===== config.mk =====
export PLATFORM = sky130hd
export DESIGN_NAME = fetch_stage
export DESIGN_NICKNAME = d
export VERILOG_FILES = /design/src/rtl/fetch_pkg.sv /design/src/rtl/fetch_fifo.sv /design/src/rtl/fetch_stage.sv
export SDC_FILE = /design/constraint.sdc
export NUM_CORES = 1
export LEC_CHECK = 0
export ABC_AREA = 1
export CORE_MARGIN = 3
export CORE_UTILIZATION = 32
export CTS_BUF_LIST = sky130_fd_sc_hd__clkbuf_4 sky130_fd_sc_hd__clkbuf_8
export DETAILED_ROUTE_END_ITERATION = 8
export GPL_TIMING_DRIVEN = 0
export HOLD_SLACK_MARGIN = 0.06
export PLACE_DENSITY = 0.58
export SLEW_MARGIN = 20
export SYNTH_ARGS = -nofsm -noshare
export SYNTH_HDL_FRONTEND = slang
export SYNTH_HIERARCHICAL = 1
export SYNTH_SLANG_ARGS = --single-unit

===== constraint.sdc =====
create_clock -name clk -period 7.7 [get_ports clk]
set_input_delay 1.54 -clock clk [delete_from_list [all_inputs] [get_ports clk]]
set_output_delay 1.54 -clock clk [all_outputs]
set_load 0.03 [all_outputs]

===== src/rtl/fetch_pkg.sv =====
`default_nettype none
// ============================================================================
// Module      : fetch_pkg
// Description : Shared types and constants for the instruction-fetch stage.
// Revision    : 1.0 - initial release
// ============================================================================
package fetch_pkg;

   localparam int XLEN    = 32;
   localparam int INSTR_W = 32;

   // addi x0, x0, 0 - presented to decode whenever the fetch queue is empty
   localparam logic [INSTR_W-1:0] NOP_INSTR = 32'h0000_0013;

   // One fetch-queue entry: the instruction word together with its PC
   typedef struct packed {
      logic [XLEN-1:0]    pc;
      logic [INSTR_W-1:0] instr;
   } fetch_entry_t;

   // Force an address onto a 32-bit word boundary
   function automatic logic [XLEN-1:0] align_word(input logic [XLEN-1:0] a);
      return a & ~XLEN'(3);
   endfunction

endpackage
`default_nettype wire


===== src/rtl/fetch_fifo.sv =====
`default_nettype none
// ============================================================================
// Module      : fetch_fifo
// Description : Small synchronous FIFO with flush, occupancy count and a
//               combinational head output (first-word fall-through).
// Revision    : 1.0 - initial release
// ============================================================================
module fetch_fifo
   import fetch_pkg::*;
#(
   parameter int WIDTH = 32,
   parameter int DEPTH = 4,
   localparam int AW   = (DEPTH > 1) ? $clog2(DEPTH) : 1,
   localparam int CW   = $clog2(DEPTH + 1)
) (
   input  logic             clk,
   input  logic             rst,
   input  logic             push,
   input  logic [WIDTH-1:0] push_data,
   input  logic             pop,
   input  logic             flush,
   output logic             full,
   output logic             empty,
   output logic [CW-1:0]    count,
   output logic [WIDTH-1:0] head
);

   logic [WIDTH-1:0] mem_q [DEPTH];
   logic [AW-1:0]    rd_ptr_q, rd_ptr_d;
   logic [AW-1:0]    wr_ptr_q, wr_ptr_d;
   logic [CW-1:0]    count_q, count_d;
   logic             do_push;
   logic             do_pop;

   function automatic logic [AW-1:0] next_ptr(input logic [AW-1:0] p);
      if (p == AW'(DEPTH - 1)) return '0;
      return p + AW'(1);
   endfunction

   assign full  = (count_q == CW'(DEPTH));
   assign empty = (count_q == '0);
   assign count = count_q;
   assign head  = mem_q[rd_ptr_q];

   // Pointer/count update; flush discards everything including this cycle's push
   always_comb begin
      do_push  = push && !flush && (!full || pop);
      do_pop   = pop && !empty && !flush;
      rd_ptr_d = rd_ptr_q;
      wr_ptr_d = wr_ptr_q;
      count_d  = count_q;
      if (flush) begin
         rd_ptr_d = '0;
         wr_ptr_d = '0;
         count_d  = '0;
      end else begin
         if (do_push) wr_ptr_d = next_ptr(wr_ptr_q);
         if (do_pop)  rd_ptr_d = next_ptr(rd_ptr_q);
         if (do_push && !do_pop)      count_d = count_q + CW'(1);
         else if (!do_push && do_pop) count_d = count_q - CW'(1);
      end
   end

   // Control state, cleared asynchronously
   always_ff @(posedge clk or negedge rst) begin
      if (!rst) begin
         rd_ptr_q <= '0;
         wr_ptr_q <= '0;
         count_q  <= '0;
      end else begin
         rd_ptr_q <= rd_ptr_d;
         wr_ptr_q <= wr_ptr_d;
         count_q  <= count_d;
      end
   end

   // Data storage needs no reset: entries are only read when count says valid
   always_ff @(posedge clk) begin
      if (do_push) mem_q[wr_ptr_q] <= push_data;
   end

endmodule
`default_nettype wire


===== src/rtl/fetch_stage.sv =====
`default_nettype none
// ============================================================================
// Module      : fetch_stage
// Description : Instruction-fetch front end. Owns the PC, issues credit-
//               limited requests to imem, pairs in-order responses with their
//               PCs, queues them for decode and handles redirect flushes.
// Revision    : 1.0 - initial release
// ============================================================================
module fetch_stage
   import fetch_pkg::*;
#(
   parameter logic [XLEN-1:0] RESET_PC    = 32'h0000_0000,
   parameter int              QUEUE_DEPTH = 4,
   parameter int              MAX_OUTST   = 2
) (
   input  logic               clk,
   input  logic               rst,
   output logic               imem_req_valid,
   input  logic               imem_req_ready,
   output logic [XLEN-1:0]    imem_req_addr,
   input  logic               imem_rsp_valid,
   input  logic [INSTR_W-1:0] imem_rsp_data,
   output logic               id_valid,
   input  logic               id_ready,
   output logic [INSTR_W-1:0] id_instr,
   output logic [XLEN-1:0]    id_pc,
   output logic [XLEN-1:0]    id_pc_plus4,
   input  logic               redirect_valid,
   input  logic [XLEN-1:0]    redirect_pc
);

   localparam int QCW = $clog2(QUEUE_DEPTH + 1);
   localparam int OCW = $clog2(MAX_OUTST + 1);

   logic [XLEN-1:0] pc_q, pc_d;
   logic [OCW-1:0]  outst_q, outst_d;
   logic [OCW-1:0]  drop_q, drop_d;

   logic            credit_ok;
   logic            req_fire;
   logic            rsp_drop;
   logic            rsp_keep;
   logic            id_pop;
   logic [XLEN-1:0] head_pc;

   fetch_entry_t    q_push;
   fetch_entry_t    q_head;
   logic            q_full, q_empty;
   logic [QCW-1:0]  q_count;

   logic [XLEN-1:0] pend_head;
   logic            pend_full, pend_empty;
   logic [OCW-1:0]  pend_count;

   // Request issue, response routing and decode handshake
   always_comb begin
      // Every in-flight request already owns a queue slot, so a response
      // can always be accepted without backpressure.
      credit_ok = (int'(outst_q) < MAX_OUTST) &&
                  ((int'(q_count) + int'(outst_q)) < QUEUE_DEPTH);
      // rst gates the request so it is low while reset is held
      imem_req_valid = rst && !redirect_valid && credit_ok;
      imem_req_addr  = pc_q;
      req_fire       = imem_req_valid && imem_req_ready;
      rsp_drop       = imem_rsp_valid && (redirect_valid || (drop_q != '0));
      rsp_keep       = imem_rsp_valid && !rsp_drop;
      id_pop         = !q_empty && id_ready && !redirect_valid;
      q_push         = '{pc: pend_head, instr: imem_rsp_data};
      head_pc        = q_empty ? '0 : q_head.pc;
      id_valid       = !q_empty;
      id_instr       = q_empty ? NOP_INSTR : q_head.instr;
      id_pc          = head_pc;
      id_pc_plus4    = head_pc + XLEN'(4);
   end

   // Next-state for PC, in-flight count and stale-response drop count
   always_comb begin
      pc_d    = pc_q;
      outst_d = outst_q;
      drop_d  = drop_q;
      if (req_fire && !imem_rsp_valid)      outst_d = outst_q + OCW'(1);
      else if (!req_fire && imem_rsp_valid) outst_d = outst_q - OCW'(1);
      if (redirect_valid) begin
         pc_d   = align_word(redirect_pc);
         // Everything still in flight after this cycle belongs to the old path
         drop_d = outst_d;
      end else begin
         if (req_fire) pc_d   = pc_q + XLEN'(4);
         if (rsp_drop) drop_d = drop_q - OCW'(1);
      end
   end

   // Architectural state of the fetch front end
   always_ff @(posedge clk or negedge rst) begin
      if (!rst) begin
         pc_q    <= RESET_PC;
         outst_q <= '0;
         drop_q  <= '0;
      end else begin
         pc_q    <= pc_d;
         outst_q <= outst_d;
         drop_q  <= drop_d;
      end
   end

   // PCs of requests whose responses are still expected on the current path
   fetch_fifo #(
      .WIDTH (XLEN),
      .DEPTH (MAX_OUTST)
   ) u_pend_fifo (
      .clk       (clk),
      .rst       (rst),
      .push      (req_fire),
      .push_data (pc_q),
      .pop       (rsp_keep),
      .flush     (redirect_valid),
      .full      (pend_full),
      .empty     (pend_empty),
      .count     (pend_count),
      .head      (pend_head)
   );

   // Fetched {pc, instr} pairs waiting for decode
   fetch_fifo #(
      .WIDTH ($bits(fetch_entry_t)),
      .DEPTH (QUEUE_DEPTH)
   ) u_fetch_queue (
      .clk       (clk),
      .rst       (rst),
      .push      (rsp_keep),
      .push_data (q_push),
      .pop       (id_pop),
      .flush     (redirect_valid),
      .full      (q_full),
      .empty     (q_empty),
      .count     (q_count),
      .head      (q_head)
   );

   a_drop_le_outst : assert property (@(posedge clk) disable iff (!rst)
      drop_q <= outst_q);
   a_outst_max : assert property (@(posedge clk) disable iff (!rst)
      int'(outst_q) <= MAX_OUTST);
   a_pend_tracks : assert property (@(posedge clk) disable iff (!rst)
      (int'(pend_count) + int'(drop_q)) == int'(outst_q));
   a_pend_has_pc : assert property (@(posedge clk) disable iff (!rst)
      rsp_keep |-> !pend_empty);
   a_pend_room : assert property (@(posedge clk) disable iff (!rst)
      req_fire |-> !pend_full);
   a_queue_room : assert property (@(posedge clk) disable iff (!rst)
      rsp_keep |-> (!q_full || id_pop));

endmodule
`default_nettype wire

==> metrics, run 1 <==
status=finished clean; Total GRT Usage=between 10% and 20%; DRT Pass-1 Iters=5; Total Routed Length=approximately 47,000 um; area of the die=54,800 sq um; Cell Area, Synth=around 17,000 sq um; final worst path period share=roughly 77%; Ys Warns=6; Lkg Pwr=just under 8 nW; CTS Buf Count=60; TritonCTS clock tree=built; Net Sw Frac=a little under two fifths; Worst Skew=around 0.038 ns; post-route minimum period=around 5.9 ns; r2r setup slk=around 4.1 ns; die height=234 um; clock buffer depth=3; Antenna diodes=0; CP startpoint kind=flop; clock root buffer=clkbuf_8; WL/cell=17.9 um; initial core utilization=between 30% and 40%; hold slack=roughly 0.55 ns; vias per std cell=~4.8; element type at the critical path end=output port; CP max FO=10; fmax=between 150 and 200 MHz; clock network fraction of total power=around a quarter; I/O Pins=200; commonest cells after routing, fill and taps aside=nand2_1, edfxtp_1, nor2_1; GR Overflow Total=0; fill count=between 4,000 and 5,000; final core occ=between 40% and 50%; Post-CTS Setup Inserts=0; part of the power in registers=36.3%; PwrDens=about 310 nW/um^2; Setup violations, final=0; RSZ-0062 raised after global routing=false; Initial DRC Count=955; nets@finish=1,973; most common cell after layout, fill and taps aside=nand2_1; number of global-route vias before repair=~12,000; CP Class=reg2out; Layout Area Growth over Synthesis=26.5%; Comb pwr share=37.3%; # rows=82; CTS H-tree depth=2; crit path DAT=~4.4 ns; Resize count post-CTS=0; number of max-cap violations=0; largest net degree at the start of global routing=47; vias=between 10,000 and 15,000; hold buffer count at cts=0; Clock Latency Late Sink=approximately 0.66 ns; cell count after synthesis=about 1,600; global-route wire length before repair=between 70,000 and 80,000 um; DP HPWL=between 30,000 and 40,000 um; Avg Cell Area, Syn=roughly 10 sq um; slew at the pin closest to its max-slew limit=0.956 ns; detailed-route DRC error count=0; Psw=about 2.4 mW; Slew headroom=36.3%; endpoints failing hold=0; maximum VDD drop=roughly 0.12 mV; port buffer count=around 200; P_int=between 4 and 5 mW; Req. time, crit path=approximately 6.2 ns; total power=between 6 and 7 mW; Final ANT Viol Nets=0; initial antenna violation count=0; total clock sinks=365; Core ar.=50,800 sq um; Chip Width=between 200 and 250 um; Clock transition at path regs=approximately 0.060 ns; min-delay worst type=reg2reg; share of post-route cells with drive strength above 1=a little over a tenth; Slew Viols, Final=0; Final GP Congestion=between 0.8 and 0.9
## worst paths after layout
check                                     startpoint                         to  cells past startpoint
max in group asynchronous                        rst  u_fetch_queue/wr_ptr_q[0]                      1
hold / removal                  u_pend_fifo/wr_ptr_q       u_pend_fifo/wr_ptr_q                      1
setup / recovery           u_fetch_queue/rd_ptr_q[1]            id_pc_plus4[16]                     13
setup reg to reg              u_fetch_queue/count[2]  u_fetch_queue/mem_q[3][6]                     13
hold reg to reg                 u_pend_fifo/wr_ptr_q       u_pend_fifo/wr_ptr_q                      1
min in group asynchronous                        rst          imem_req_addr[22]                      1
## critical path, cell delays in order, from the launching register on
cell	delay [ns]
dfrtp_1	0.39
inv_1	0.07
buf_2	0.31
clkbuf_1	0.44
o21ai_1	0.14
o22ai_1	0.22
inv_1	0.11
nor2_4	0.18
ha_1	0.30
nand3_1	0.22
nor2_1	0.38
nand2_1	0.16
xnor2_1	0.15
clkdlybuf4s50_1	0.69
## sequential cells by signal (all words and copies together), names as in the netlist
signal and flops:
drop_q 2, u_pend_fifo/rd_ptr_q 1, u_fetch_queue/mem_q 256, u_pend_fifo/wr_ptr_q 1, u_fetch_queue/count 3, u_fetch_queue/wr_ptr_q 2, imem_req_addr 30, u_pend_fifo/mem_q 64
u_pend_fifo/count 2, u_fetch_queue/rd_ptr_q 2, outst_q 2
## power groups by stage
stage / clock network [mW] / logic (mW) / registers (mW)
after floorplan: 0 / 1.43 / 2.42
after global placement: 0 / 2.40 / 2.41
after detailed placement: 0 / 2.44 / 2.40
after CTS: 1.77 / 2.45 / 2.36
after global routing: 1.85 / 2.62 / 2.38
final: 1.71 / 2.43 / 2.36
## final cells by class
type	instances	area, sq um	share of cell area, %
Timing Repair Buffer	209	2300	10.9
Buffer	70	465	2.21
Clock buffer	73	923	4.38
Tap cell	672	841	3.99
Multi-Input combinational cell	1044	4980	23.6
Inverter	143	542	2.57
Sequential cell	365	10700	50.9
Clock inverter	31	285	1.35
## through the flow
step	area, sq um	setup WS [ns]	TNS [ns]	instances
finish	21100	1.76	0	2607
global route	21100	1.44	0	2607
CTS	21100	1.72	0	2607
detailed placement	19900	2.33	0	2503
global placement	19500	-1.77	-427.79	2489
floorplan	16700	1.78	0	1622
## layer usage
layer  up-vias  global-route usage (%)  wire length [um]  share of wire [%]
li1       6010                       -                 -                  -
met1      5918                    23.7             21200                 45
met2       489                    26.9             21200                 45
met3        75                    3.07              3390                7.3
met4         0                    5.07               933                2.0
met5         -                       0                 0                  0
No activity file was read; power rests on OpenSTA's default activity.
==> run 2, diff against run 1 <==
--- a/config.mk
+++ b/config.mk
@@ -12,7 +12,7 @@
 export DETAILED_ROUTE_END_ITERATION = 8
 export GPL_TIMING_DRIVEN = 0
 export HOLD_SLACK_MARGIN = 0.06
-export PLACE_DENSITY = 0.58
+export PLACE_DENSITY = 0.59
 export SLEW_MARGIN = 20
 export SYNTH_ARGS = -nofsm -noshare
 export SYNTH_HDL_FRONTEND = slang
==> constraint.sdc (replaced) <==
create_clock -name clk -period 5 [get_ports clk]
set_input_delay 1 -clock clk [delete_from_list [all_inputs] [get_ports clk]]
set_output_delay 1 -clock clk [all_outputs]
set_load 0.03 [all_outputs]
==> metrics, run 2 (synthesized netlist as in run 1, its figures left out) <==
CP startpoint kind=flop; DRT Pass-1 Iters=5 (unchanged); area of the die=54,800 sq um (unchanged); fin area=21,100 sq um (+0.21%); initial core utilization=32.8% (unchanged); Total Routed Length=47,100 um (+0.86%); Initial DRC Count=952 (-0.31%); port buffer count=195 (unchanged); fmax=approximately 210 MHz; Reg2Reg Depth=13 (unchanged); Cell Area, Placed=19,800 sq um (about the same); worst r2r dst=u_fetch_queue/mem_q[3][18]; initial antenna violation count=1 (+1); nets@finish=1,972 (-0.051%); final core occ=41.6% (+0.089 points); Worst Skew=0.0250 ns (-0.0127 ns); Slew Viols, Final=0 (unchanged); CP max-delay cell=dfrtp_2; # rows=82 (unchanged); Final ANT Viol Nets=0 (unchanged); post-route minimum period=about 4.8 ns; Chip Width=234 um (unchanged); I/O Pins=200 (unchanged); r2r setup slk=1.53 ns (-2.53 ns); Lkg Pwr=8.14 nW (+2.8%); vias=12,500 (+0.34%); status=finished clean; slew at the pin closest to its max-slew limit=0.668 ns (-0.288 ns); CP max FO=10 (unchanged); Reg with most FFs=u_fetch_queue/mem_q; Core ar.=50,800 sq um (unchanged); share of post-route cells with drive strength above 1=12.3% (+1.4 points); DP HPWL=34,000 um (+0.55%); RSZ-0062 raised after global routing=true; r2r startpoint=u_fetch_queue/count[2]; CTS Buf Count=59 (-1.7%); detailed-route DRC error count=0 (unchanged); crit path DAT=3.79 ns (-0.61 ns); Req. time, crit path=4.00 ns (-2.16 ns); vias per std cell=4.80 (+0.15%); Clock Latency Late Sink=0.63 ns (-0.03 ns); Layout Area Growth over Synthesis=26.7%; GR Overflow Total=0 (unchanged); final worst path period share=95.8%; hold slack=0.402 ns (-0.150 ns); element type at the critical path end=output port; commonest cells after routing, fill and taps aside=nand2_1, edfxtp_1, nor2_1; CTS H-tree depth=2 (unchanged); PwrDens=474 nW/um^2 (+53%); clock buffer depth=3 (unchanged); Antenna diodes=0 (unchanged); Critical path origin=u_fetch_queue/rd_ptr_q[0]; Layout Cells excl Fill=2,612 (+0.19%); endpoints failing hold=0 (unchanged); Cells after DPL=2,503 (unchanged); hold buffer count at cts=0 (unchanged); CP Class=reg2out; Clock transition at path regs=0.07 ns (about the same); number of max-cap violations=0 (unchanged); global-route wire length before repair=70,900 um (-0.20%); clock root buffer=clkbuf_8; CP peak stage delay=0.49 ns (-0.20 ns); total clock sinks=365 (unchanged); maximum VDD drop=0.194 mV (+60%); Worst setup endpoint=id_pc_plus4[28]; most common cell after layout, fill and taps aside=nand2_1; largest net degree at the start of global routing=47 (unchanged); Slew headroom=55.5% (+19 points); die height=234 um (unchanged); Final GP Congestion=0.855 (-4.2%); max FFs per register=256 (unchanged); CP Cell Sequence=buf_4 > inv_4 > buf_6 > buf_6 > nor2_1 > o22ai_1 > inv_1 > nor2_4 > ha_2 > nand3_2 > inv_2 > nand2_2 > nor2_4 > nand3_1 > nand2_1 > clkdlybuf4s15_2; number of global-route vias before repair=12,200 (-0.83%); WL/cell=18.0 um (+0.67%); Setup violations, final=0 (unchanged); TritonCTS clock tree=built; min-delay worst type=in2async; Total GRT Usage=16.9% (-0.088 points)
==> run 2: worst min-delay path by stage <==
stage	from	to	slack, ns
6_report	rst	imem_req_addr[23]	0.40
4_1_cts	rst	imem_req_addr[23]	0.39
3_3_place_gp	u_pend_fifo/wr_ptr_q	u_pend_fifo/wr_ptr_q	0.48
2_1_floorplan	u_pend_fifo/wr_ptr_q	u_pend_fifo/wr_ptr_q	0.47
3_5_place_dp	u_pend_fifo/wr_ptr_q	u_pend_fifo/wr_ptr_q	0.54
5_1_grt	rst	imem_req_addr[23]	0.42
==> run 2: worst max-delay path: cells and delay by family (launching register included) <==
family                   cells  cell delay (ns)
buffers and inverters        7             1.22
AND/OR/NAND/NOR              7             0.89
flip-flops                   1             0.49
adder cells (fa/ha/maj)      1             0.29
AO/OA/AOI/OAI                1             0.27
==> run 2: metal layers <==
| metal | track usage [%] | part of all wire [%] | vias up |
|---|---|---|---|
| met1 | 23.8 | 45 | 5909 |
| met4 | 5.22 | 2.3 | 2 |
| met5 | 0 | 0.028 | - |
| li1 | - | - | 6011 |
| met3 | 2.92 | 7.6 | 85 |
| met2 | 26.6 | 45 | 528 |
==> run 2: per-stage QoR <==
stage / setup slack, ns / power [mW] / setup TNS [ns]
after detailed placement: 0.186 / 7.46 / 0
after CTS: 0.00123 / 10.1 / 0
after global placement: -3.86 / 7.40 / -1108.22
after floorplan: -0.385 / 5.92 / -98.52
after global routing: -0.00427 / 10.5 / -0.00427
final: 0.209 / 10.0 / 0
==> run 2: cell type report <==
type                            count  area [sq um]
Clock inverter                     27           218
Clock buffer                       82          1000
Multi-Input combinational cell   1044          5030
Tap cell                          672           841
Buffer                             70           474
Timing Repair Buffer              209          2270
Fill cell                        4888         29700
Inverter                          143           542
Sequential cell                   365         10700
==> run 2: timing repair <==
action,4_1_cts,5_1_grt
buffers inserted,0,0
setup endpoints to repair,25,31
resized for setup,35,30
==> run 2: power breakdown <==
group | total, mW | leakage [nW] | switching, mW | internal (mW)
Sequential | 3.64 | 3.44 | 0.149 | 3.49
Clock | 2.64 | 0.645 | 1.14 | 1.50
Combinational | 3.72 | 4.05 | 2.46 | 1.26
Total | 10.0 | 8.14 | 3.75 | 6.25
==> RTL change 1 (settings of run 2) <==
The package constant `INSTR_W` goes from 32 to 36.
--- a/src/rtl/fetch_pkg.sv
+++ b/src/rtl/fetch_pkg.sv
@@ -8,5 +8,5 @@
 
    localparam int XLEN    = 32;
-   localparam int INSTR_W = 32;
+   localparam int INSTR_W = 36;
 
    // addi x0, x0, 0 - presented to decode whenever the fetch queue is empty
Interface: changed (resized id_instr and imem_rsp_data); port bits go from 200 to 208. No check against the original RTL was run, so the function may have changed too.
==> RTL change 1 against run 2 <==
Setup slack worse by 87 ps. Design area is 3.7% higher. Power is 0.82% higher. Register-to-register slack better by 190 ps. Wire length is 3.5% higher. Area after synthesis is 3.5% higher. Via count is 1.7% higher. Critical path depth is 2 lower. Sequential cell count is 16 higher. Critical path type unchanged. Critical endpoint is now id_pc_plus4[13].
==> RTL change 1: results (changes against run 2) <==
cell leakage power: 0.008292 uW (+1.9%)
WL met3: 3695 um (+3.1%)
Initial DRC Count: 1002 (+5.3%)
maximum VDD drop: 0.2075 mV (+7.2%)
layout cells sized above 1: 13.20% (+0.94 points)
GRT Overall Usage: 16.93% (+0.061 points)
crit path DAT: 3880 ps (+90 ps)
estimated wirelength of the detail-placed design: 35000 um (+3.1%)
WHS: 343.6 ps (-57.99 ps)
top sig layer: met4
flop-to-flop setup slack: 1720 ps (+190 ps)
Setup WS pre-CTS: -186.0 ps (-371.7 ps)
measured slew at the worst slew-check pin: 660.8 ps (-7.075 ps)
R2R Path End: u_fetch_queue/mem_q[1][12]
final worst slack: 121.4 ps (-87.31 ps)
antenna-violating nets left: 0 (unchanged)
Largest register FFs: 272 (+6.3%)
vias in the first global route: 12536 (+2.6%)
Switching Share: 36.94% (-0.58 points)
GR Layer Usage met2: 26.93% (+0.35 points)
fill cell count: 5046 (+3.2%)
# clock sinks: 381 (+4.4%)
clock latency at the later pin of the worst-skew pair: 670 ps (+40 ps)
initial antenna violation count: 0 (-1)
Root Driver: clkbuf_8
met1 Use GR: 23.49% (-0.31 points)
Syn Area/Cell: 10.55 um^2 (+2.4%)
Non-Filler Instances: 2657 (+1.7%)
Post-layout nets: 2008 (+1.8%)
DP Area: 20550 um^2 (+3.5%)
Metal-1 WL: 21710 um (+1.8%)
Routability Congestion: 0.8636 (+1.0%)
Worst R2R Start: u_fetch_queue/count[2]
first-pass GRT wire length: 73810 um (+4.1%)
Met2 Wirelength: 22240 um (+5.4%)
WL final: 48750 um (+3.5%)
DR vias/cell: 4.799 (about the same)
Critical Path Sink: id_pc_plus4[13]
outcome: finished, final reports clean
Layout Skew: 35.82 ps (+10.81 ps)
total CTS buffers: 61 (+3.4%)
==> RTL change 1: power by group through the flow <==
stage	Clock (uW)	Combinational (uW)	Sequential, uW
after global routing	2930	3880	3780
final	2710	3620	3760
after CTS	2790	3590	3760
after global placement	0	3570	3830
after floorplan	0	2100	3850
after detailed placement	0	3620	3830
==> RTL change 1: layout make-up <==
cell class | instances | area [um^2] | share of cell area [%]
Sequential cell | 381 | 11220 | 51.25
Multi-Input combinational cell | 1043 | 5096 | 23.28
Timing Repair Buffer | 222 | 2429 | 11.10
Clock buffer | 87 | 1047 | 4.784
Tap cell | 688 | 860.8 | 3.933
Inverter | 144 | 546.8 | 2.498
Buffer | 71 | 500.5 | 2.286
Clock inverter | 21 | 190.2 | 0.8689
==> RTL change 1: repair_timing <==
| item | 4_1_cts | 5_1_grt |
|---|---|---|
| setup buffers | 0 | 4 |
| gates resized for setup | 47 | 9 |
| endpoints found under the hold margin | 0 | 0 |
| pin swaps | 0 | 1 |
| setup endpoints to repair | 28 | 17 |
| cloned | 0 | 0 |
==> RTL change 2 (settings of run 2) <==
Made on the original files. Reset style: synchronous (`rst`), changed in 2 clocked blocks. Comments in the files are not updated.
--- a/src/rtl/fetch_fifo.sv
+++ b/src/rtl/fetch_fifo.sv
@@ -63,5 +63,5 @@
 
    // Control state, cleared asynchronously
-   always_ff @(posedge clk or negedge rst) begin
+   always_ff @(posedge clk) begin
       if (!rst) begin
          rd_ptr_q <= '0;
--- a/src/rtl/fetch_stage.sv
+++ b/src/rtl/fetch_stage.sv
@@ -92,5 +92,5 @@
 
    // Architectural state of the fetch front end
-   always_ff @(posedge clk or negedge rst) begin
+   always_ff @(posedge clk) begin
       if (!rst) begin
          pc_q    <= RESET_PC;
Check against the original RTL: differs if rst is asserted again (counterexample within 4 cycles, from zero or initial values and one cycle with rst low); with rst held inactive, the same outputs for 4 cycles.
==> RTL change 2 against run 2 <==
Area after synthesis fell by 0.74%. Wire length hardly changed. Cell count decreased by 2.7%. Synthesized cell count down 4.9%. Highest routed layer unchanged. Setup slack worse by 62 ps. Largest cell class unchanged. Register-to-register slack worse by 260 ps. Sequential cell count rose by 3. First-iteration DRC count is 2.6% higher. Design area hardly changed.
Power is not compared: it rests on default switching activity, and its combinational part moved more than twofold at a synthesized area within 25%.
==> RTL change 2: results (changes against run 2) <==
outcome: finished, final reports clean
layout cells sized above 1: 14.44% (+2.2 points)
Routability Congestion: 0.9164 (+7.2%)
GRT Overall Usage: 16.87% (about the same)
Comb power: 517 uW
DP Area: 19730 um^2 (-0.61%)
Placed Cells: 2423 (-3.2%)
first-pass GRT wire length: 69860 um (-1.5%)
estimated wirelength of the detail-placed design: 33490 um (-1.4%)
combinational power share: 7.7%
PostCTS Resize Cnt: 50 (+43%)
clock latency at the later pin of the worst-skew pair: 580 ps (-50 ps)
fill cell count: 4833 (-1.1%)
Initial DRC Count: 977 (+2.6%)
Syn Area/Cell: 10.76 um^2 (+4.4%)
Die Width: 233.3 um (-0.36%)
vias in the first global route: 11775 (-3.6%)
Setup WS pre-CTS: -170.3 ps (-356.0 ps)
total CTS buffers: 66 (+12%)
crit path DAT: 3850 ps (+60 ps)
DR vias/cell: 4.830 (+0.64%)
Hold Path Class: reg -> reg
Pre-Repair DR Iteration Count: 6 (+1)
slew margin rel.: 59.69% (+4.2 points)
Non-Filler Instances: 2542 (-2.7%)
Post-layout nets: 1902 (-3.5%)
==> RTL change 2: cell count changes in the layout (fill, tap and decap cells not counted), sizes merged, moves of 14 or more <==
| cell | before | now |
|---|---|---|
| mux2 | 0 | 32 |
| o21ai | 151 | 137 |
| dfrtp | 45 | 0 |
| nor3 | 1 | 15 |
| nand3 | 62 | 43 |
| dfxtp | 0 | 48 |
| a21oi | 4 | 27 |
| nand2 | 386 | 242 |
==> RTL change 2: metal layers <==
layer | routed length, um | GRT usage [%] | vias to the layer above
met3 | 4168 | 4.329 | 71
met1 | 20970 | 23.51 | 5815
met4 | 1145 | 5.600 | 2
met5 | 12 | 0 | -
met2 | 20840 | 25.62 | 565
li1 | - | - | 5824
==> RTL change 2: worst paths after layout <==
kind	from	depth (start not counted)	endpoint	slack (ps)
worst min-delay path	u_pend_fifo/rd_ptr_q	2	u_pend_fifo/rd_ptr_q	500
worst min register to register	u_pend_fifo/rd_ptr_q	2	u_pend_fifo/rd_ptr_q	500
worst max register to register	u_fetch_queue/count[1]	16	u_fetch_queue/count[1]	1270
worst max-delay path	register	13	id_pc_plus4[29]	150
==> RTL change 2: final cells by class <==
class | count | area [um^2] | area share, %
well taps | 672 | 840.8 | 3.981
repair buffers | 210 | 2272 | 10.76
multi-input cells | 958 | 5090 | 24.10
clock inverters | 25 | 155.1 | 0.7346
plain buffers | 67 | 501.7 | 2.376
inverters | 149 | 559.3 | 2.648
clock buffers | 93 | 1130 | 5.349
flip-flops and latches | 368 | 10570 | 50.05
==> RTL change 2: worst max-delay path, cell delays in order, from the launching register on <==
cell	delay (ps)
dfxtp_2	360
buf_6	170
inv_2	70
buf_6	200
buf_6	180
nor2_1	50
o22ai_1	220
inv_1	100
nor2_1	430
nand4_1	200
nor3b_1	310
nand3_1	110
nand2_1	150
clkdlybuf4s50_1	700
